`src/rtl/servo_pulse_decoder.sv`:
```
// servo_pulse_decoder
// Receive side of the wheel-servo PWM link. Measures the high time and the
// rise-to-rise period of a servo pulse train in microseconds, maps the high
// time back to the 6-bit speed code, and flags glitches, stuck-high inputs
// and loss of signal.
//
// Ports:
//   clk_in        system clock (CLKS_PER_US cycles per microsecond)
//   rst_n_in      synchronous active-low reset
//   pwm_in        asynchronous servo pulse input
//   speed_out     decoded speed code (held between strobes)
//   width_us_out  last accepted high time in us (held between strobes)
//   period_us_out rise-to-rise interval ending at that pulse's rise, 0 if unknown
//   valid_out     one-cycle strobe, data outputs update in the same cycle
//   signal_ok_out pulse train present and well formed
//   error_out     one-cycle strobe on glitch or stuck-high
module servo_pulse_decoder #(
    parameter int CLKS_PER_US  = 100,
    parameter int MIN_US       = 1000,
    parameter int SPEED_SHIFT  = 4,
    parameter int INVERT       = 0,
    parameter int MIN_PULSE_US = 200,
    parameter int MAX_HIGH_US  = 2500,
    parameter int TIMEOUT_US   = 25000
) (
    input  logic        clk_in,
    input  logic        rst_n_in,
    input  logic        pwm_in,
    output logic [5:0]  speed_out,
    output logic [11:0] width_us_out,
    output logic [15:0] period_us_out,
    output logic        valid_out,
    output logic        signal_ok_out,
    output logic        error_out
);

    localparam int PW = (CLKS_PER_US > 1) ? $clog2(CLKS_PER_US) : 1;
    localparam logic [PW-1:0] PRESC_LAST = PW'(CLKS_PER_US - 1);
    localparam logic [11:0]   MIN_W      = 12'(MIN_US);
    localparam logic [11:0]   MIN_PULSE  = 12'(MIN_PULSE_US);
    localparam logic [11:0]   MAX_HIGH   = 12'(MAX_HIGH_US);
    localparam logic [15:0]   TIMEOUT    = 16'(TIMEOUT_US);

    typedef enum logic [1:0] {
        SYNC_LOW  = 2'd0,
        WAIT_RISE = 2'd1,
        HIGH      = 2'd2,
        LOW       = 2'd3
    } state_t;

    // High time (us) to speed code: offset, scale, saturate, optional mirror.
    function automatic logic [5:0] map_speed(input logic [11:0] w);
        logic [11:0] d;
        logic [11:0] s;
        d = (w < MIN_W) ? 12'd0 : (w - MIN_W);
        s = d >> SPEED_SHIFT;
        if (s > 12'd63) begin
            s = 12'd63;
        end
        if (INVERT != 0) begin
            return 6'd63 - s[5:0];
        end else begin
            return s[5:0];
        end
    endfunction

    logic          s1_q, s2_q, s3_q;
    logic [1:0]    fill_q;
    logic [PW-1:0] presc_q;
    state_t        state_q, state_d;
    logic [11:0]   hi_q, hi_d;
    logic [15:0]   per_q, per_d;
    logic [15:0]   prev_q, prev_d;
    logic          have_prev_q, have_prev_d;
    logic [5:0]    speed_q, speed_d;
    logic [11:0]   width_q, width_d;
    logic [15:0]   period_q, period_d;
    logic          valid_q, valid_d;
    logic          ok_q, ok_d;
    logic          err_q, err_d;

    logic          rise_s, fall_s, tick_s;
    logic [11:0]   hi_inc_s;
    logic [15:0]   per_inc_s;
    logic [15:0]   low_us_s;

    assign rise_s = s2_q & ~s3_q;
    assign fall_s = ~s2_q & s3_q;
    assign tick_s = (presc_q == PRESC_LAST);

    // Counts including this cycle's tick, so a measurement closing on a tick
    // edge still sees it (recorded time = floor(clocks / CLKS_PER_US)).
    assign hi_inc_s  = (tick_s && (hi_q != 12'hFFF)) ? (hi_q + 12'd1) : hi_q;
    assign per_inc_s = (tick_s && (per_q != 16'hFFFF)) ? (per_q + 16'd1) : per_q;
    assign low_us_s  = per_inc_s - {4'd0, width_q};

    // Synchronizer, edge history, pipeline-fill tracker and microsecond prescaler.
    always_ff @(posedge clk_in) begin
        if (!rst_n_in) begin
            s1_q    <= 1'b0;
            s2_q    <= 1'b0;
            s3_q    <= 1'b0;
            fill_q  <= 2'd0;
            presc_q <= '0;
        end else begin
            s1_q    <= pwm_in;
            s2_q    <= s1_q;
            s3_q    <= s2_q;
            // s2 only holds a real pwm_in sample two edges after reset release.
            fill_q  <= (fill_q == 2'd2) ? 2'd2 : (fill_q + 2'd1);
            if (rise_s || fall_s || tick_s) begin
                presc_q <= '0;
            end else begin
                presc_q <= presc_q + PW'(1);
            end
        end
    end

    // FSM state and measurement/output registers.
    always_ff @(posedge clk_in) begin
        if (!rst_n_in) begin
            state_q     <= SYNC_LOW;
            hi_q        <= 12'd0;
            per_q       <= 16'd0;
            prev_q      <= 16'd0;
            have_prev_q <= 1'b0;
            speed_q     <= 6'd0;
            width_q     <= 12'd0;
            period_q    <= 16'd0;
            valid_q     <= 1'b0;
            ok_q        <= 1'b0;
            err_q       <= 1'b0;
        end else begin
            state_q     <= state_d;
            hi_q        <= hi_d;
            per_q       <= per_d;
            prev_q      <= prev_d;
            have_prev_q <= have_prev_d;
            speed_q     <= speed_d;
            width_q     <= width_d;
            period_q    <= period_d;
            valid_q     <= valid_d;
            ok_q        <= ok_d;
            err_q       <= err_d;
        end
    end

    // Next-state and measurement decisions.
    always_comb begin
        state_d     = state_q;
        hi_d        = hi_q;
        per_d       = per_q;
        prev_d      = prev_q;
        have_prev_d = have_prev_q;
        speed_d     = speed_q;
        width_d     = width_q;
        period_d    = period_q;
        valid_d     = 1'b0;
        ok_d        = ok_q;
        err_d       = 1'b0;
        case (state_q)
            SYNC_LOW: begin
                // A pulse already high here is skipped until a real low is seen.
                have_prev_d = 1'b0;
                if ((fill_q == 2'd2) && !s2_q) begin
                    state_d = WAIT_RISE;
                end else begin
                    state_d = SYNC_LOW;
                end
            end
            WAIT_RISE: begin
                have_prev_d = 1'b0;
                if (rise_s) begin
                    hi_d    = 12'd0;
                    per_d   = 16'd0;
                    state_d = HIGH;
                end else begin
                    state_d = WAIT_RISE;
                end
            end
            HIGH: begin
                hi_d  = hi_inc_s;
                per_d = per_inc_s;
                // Stuck-high wins over a fall landing in the same cycle.
                if (hi_inc_s >= MAX_HIGH) begin
                    err_d       = 1'b1;
                    ok_d        = 1'b0;
                    have_prev_d = 1'b0;
                    state_d     = SYNC_LOW;
                end else if (fall_s) begin
                    if (hi_inc_s < MIN_PULSE) begin
                        err_d       = 1'b1;
                        ok_d        = 1'b0;
                        have_prev_d = 1'b0;
                        state_d     = WAIT_RISE;
                    end else begin
                        valid_d  = 1'b1;
                        width_d  = hi_inc_s;
                        period_d = have_prev_q ? prev_q : 16'd0;
                        speed_d  = map_speed(hi_inc_s);
                        ok_d     = 1'b1;
                        state_d  = LOW;
                    end
                end else begin
                    state_d = HIGH;
                end
            end
            LOW: begin
                per_d = per_inc_s;
                // A rise beats a timeout landing in the same cycle.
                if (rise_s) begin
                    prev_d      = per_inc_s;
                    have_prev_d = 1'b1;
                    hi_d        = 12'd0;
                    per_d       = 16'd0;
                    state_d     = HIGH;
                end else if (low_us_s >= TIMEOUT) begin
                    ok_d        = 1'b0;
                    have_prev_d = 1'b0;
                    state_d     = WAIT_RISE;
                end else begin
                    state_d = LOW;
                end
            end
            default: begin
                state_d = SYNC_LOW;
            end
        endcase
    end

    assign speed_out     = speed_q;
    assign width_us_out  = width_q;
    assign period_us_out = period_q;
    assign valid_out     = valid_q;
    assign signal_ok_out = ok_q;
    assign error_out     = err_q;

endmodule
```
`config.mk`:
```
export PLATFORM = sky130hd
export DESIGN_NAME = servo_pulse_decoder
export DESIGN_NICKNAME = d
export VERILOG_FILES = /design/src/rtl/servo_pulse_decoder.sv
export SDC_FILE = /design/constraint.sdc
export NUM_CORES = 1
export LEC_CHECK = 0
export BUFFER_PORTS_ARGS = -buffer_cell sky130_fd_sc_hd__buf_2
export CAP_MARGIN = 20
export CORE_MARGIN = 2
export CORE_UTILIZATION = 44
export DETAILED_ROUTE_END_ITERATION = 16
export HOLD_SLACK_MARGIN = 0.12
export PLACE_DENSITY = 0.63
export SYNTH_ARGS = -nofsm -noshare
export SYNTH_HDL_FRONTEND = slang
export SYNTH_SLANG_ARGS = --single-unit
```
`constraint.sdc`:
```
create_clock -name clk_in -period 6.1 [get_ports clk_in]
set_input_delay 0.915 -clock clk_in [delete_from_list [all_inputs] [get_ports clk_in]]
set_output_delay 0.915 -clock clk_in [all_outputs]
set_load 0.05 [all_outputs]
```
==> results.txt <==
CTS Buf Count -> 9
Peak supply drop -> 125 uV
# Post-CTS Setup Buffers -> 0
DIE WIDTH -> 116 um
Cts repair resizes -> 0
Worst slew pin tran -> 0.830 ns
Routed length per instance -> 17.3 um
Clk sink count -> 96
FF-to-FF Start -> presc_q[0]
Nets -> 672
Cells on worst reg2reg path -> 15
Synth warnings -> 0
Outcome -> finished, final reports clean
Maximum clock rate -> 0.195 GHz
Clock power frac -> 47.3%
Crit path DAT -> 5.41 ns
Hold/Removal Path Class -> flip-flop to flip-flop
Startpoint types -> flip-flop
Routed Antenna Nets -> 0
Core region area -> 12200 um2
FFs w/ async S/R, synth -> 0%
GRT Overall Usage -> 22.1%
Critical R2R Capture -> signal_ok_out
Post-synthesis sequential area ratio -> 34.7%
Hold_ws -> 0.420 ns
Vias in the first global route -> 4404
Starting Density -> 45.5%
Crit path to -> signal_ok_out
Critical Path Source -> presc_q[0]
I/O Pins -> 40
Max-cap violations -> 0
Unrepaired setup endpoints after global routing -> false
Final global-route overflow total -> 0
Hold Vio Cnt, Final -> 0
Fraction of power consumed by combinational cells -> 3.1%
Post-Synthesis Cell Area -> 5530 um2
1st-iter DRT viols -> 368
Largest net degree at the start of global routing -> 44
CP required -> 6.38 ns
Max Fanout on Critical Path -> 7
Placer Congestion -> 0.864
Max Root-Sink Buffers -> 2
Drt total wl -> 14200 um
Worst-path clk slew -> 0.07 ns
Worst hold path cell count -> 1
Drt drc -> 0
Critical path type -> flip-flop to flip-flop
FF-to-FF setup slack -> 0.97 ns
Initial antenna violation count -> 0
First-pass GRT wire length -> 23100 um
FF+latch count, synth -> 96
Clock root buffer master -> clkbuf_16
Synth Flop Type -> dfxtp_1
Sequential cell area -> 1920 um2
Detailed Routing Iterations Pass 1 -> 5
Max-slew violation count -> 0
Seq pwr share -> 49.6%
Die Area -> 13500 um2
Area Overhead vs Synth -> 10.6%
Clock latency on the worst-skew pair -> 0.36 ns
Post-DR vias/cell -> 5.78
Fill count -> 1195
Post-Syn Area per Cell -> 8.74 um2
Port buffer count -> 39
Yosys cell types -> 73
Row count -> 40
Final setup violation count -> 0
TritonCTS clock tree -> yes
Via total after detailed routing -> 4750
CP endpoint kind -> flip-flop
Setup TNS Final -> 0 ns
Final Cycle Share -> 84.0%
Antenna Cells -> 0
EDFF count, synth -> 0
Die outline height -> 116 um
Overall power -> 1.29 mW
Layout cells sized above 1 -> 13.6%
Int Pwr -> 0.978 mW
Sw frac -> 24.1%
Setup Skew -> 0.00809 ns
P_sw -> 0.310 mW
Multi-input gate area -> 3340 um2
Mapped Nets -> 656
Pwr Density -> 210 nW/um2
Pleak -> 2.54 nW
Period minus WS final -> 5.13 ns
Relative slew slack -> 44.5%
H-tree depth -> 3
Syn Inst Count -> 633
# hold bufs at CTS -> 0
Hpwl dp -> 10500 um
==> cells by family after synthesis <==
logic type,count (synthesis),share of synthesized area [%]
AO/OA/AOI/OAI,155,21.7
flip-flops,96,34.7
multiplexers,13,2.44
buffers and inverters,63,4.88
XOR/XNOR,48,7.94
AND/OR/NAND/NOR,238,23.6
adder cells (fa/ha/maj),20,4.66
==> synthesized netlist by cell type, types with 11 or more instances <==
cell type / n / area, um2
xnor2_1: 19 / 166
nor2b_1: 21 / 131
o211a_1: 11 / 110
xor2_1: 28 / 245
nor2_1: 39 / 146
nand2_1: 48 / 180
o21ai_0: 17 / 85.1
dfxtp_1: 96 / 1920
inv_1: 24 / 90.1
and2_1: 17 / 106
nand3_1: 29 / 145
or2_2: 12 / 75.1
a32o_1: 16 / 160
clkbuf_1: 27 / 101
a21oi_1: 29 / 145
and3_1: 12 / 75.1
mux2i_1: 12 / 120
ha_1: 19 / 238
==> worst min-delay path by stage <==
stage / startpoint / end
detailed placement: fill_q[0] / fill_q[0]
floorplan: fill_q[0] / fill_q[0]
global route: fill_q[0] / fill_q[0]
finish: fill_q[0] / fill_q[0]
CTS: fill_q[0] / fill_q[0]
global placement: fill_q[0] / fill_q[0]
==> final cells by class <==
cell class                      instances  area share [%]
Multi-Input combinational cell        474            54.6
Sequential cell                        96            31.4
Tap cell                              168            3.43
Clock inverter                          7            1.57
Inverter                               24            1.47
Clock buffer                            9            3.68
Timing Repair Buffer                   44            3.86
==> critical path: stages, from the launching register on <==
cell       delay (ns)
dfxtp_1          0.35
ha_1             0.23
or4b_1           0.65
or3_1            0.46
a21oi_1          0.47
nand3_1          0.17
xnor2_1          0.30
ha_1             0.37
a21oi_1          0.33
a21oi_1          0.10
a2111oi_0        0.61
a211o_1          0.25
nand3_1          0.09
o31a_1           0.31
and3_1           0.18
a41oi_1          0.18
==> layout by cell type (no fill, tap or decap), drive strengths merged, types with 16 or more instances in the layout <==
cell	instances
nor2	40
inv	28
nand2	48
and2	19
a32o	16
a21oi	29
nor2b	21
buf	44
xnor2	19
ha	19
xor2	29
nand3	29
o21ai	17
dfxtp	96
==> state kept, by name (all words and copies together), names as in the netlist <==
name and flops:
error_out 1, fill_q 2, have_prev_q 1, hi_q 12
per_q 16, period_us_out 16, presc_q 7, prev_q 16
s1_q 1, s2_q 1, s3_q 1, signal_ok_out 1
speed_out 6, state_q 2, valid_out 1, width_us_out 12
==> per-layer routing <==
metal  GRT usage, %  share of wire [%]  routed length [um]
met4           9.44                2.7                 379
met2           35.8                 47                6650
met1           29.6                 48                6830
met3           3.37                2.6                 370
met5              0                  0                   0
==> metrics by stage <==
step	cell area [um2]	std cells	setup WS, ns	utilization, %
6_report	6120	822	0.974	50.3
3_5_place_dp	5780	804	1.04	47.5
2_1_floorplan	5530	633	1.70	-
4_1_cts	6100	820	1.01	50.2
3_3_place_gp	5780	804	1.10	47.5
5_1_grt	6120	822	0.644	50.3
==> power by group through the flow <==
stage	clock [mW]	combinational (mW)	sequential, mW
finish	0.610	0.0401	0.639
global route	0.649	0.0456	0.640
CTS	0.627	0.0399	0.638
global placement	0	0.0391	0.653
floorplan	0	0.0325	0.650
detailed placement	0	0.0396	0.653
Note: power is estimated with default switching activity, not from simulation.
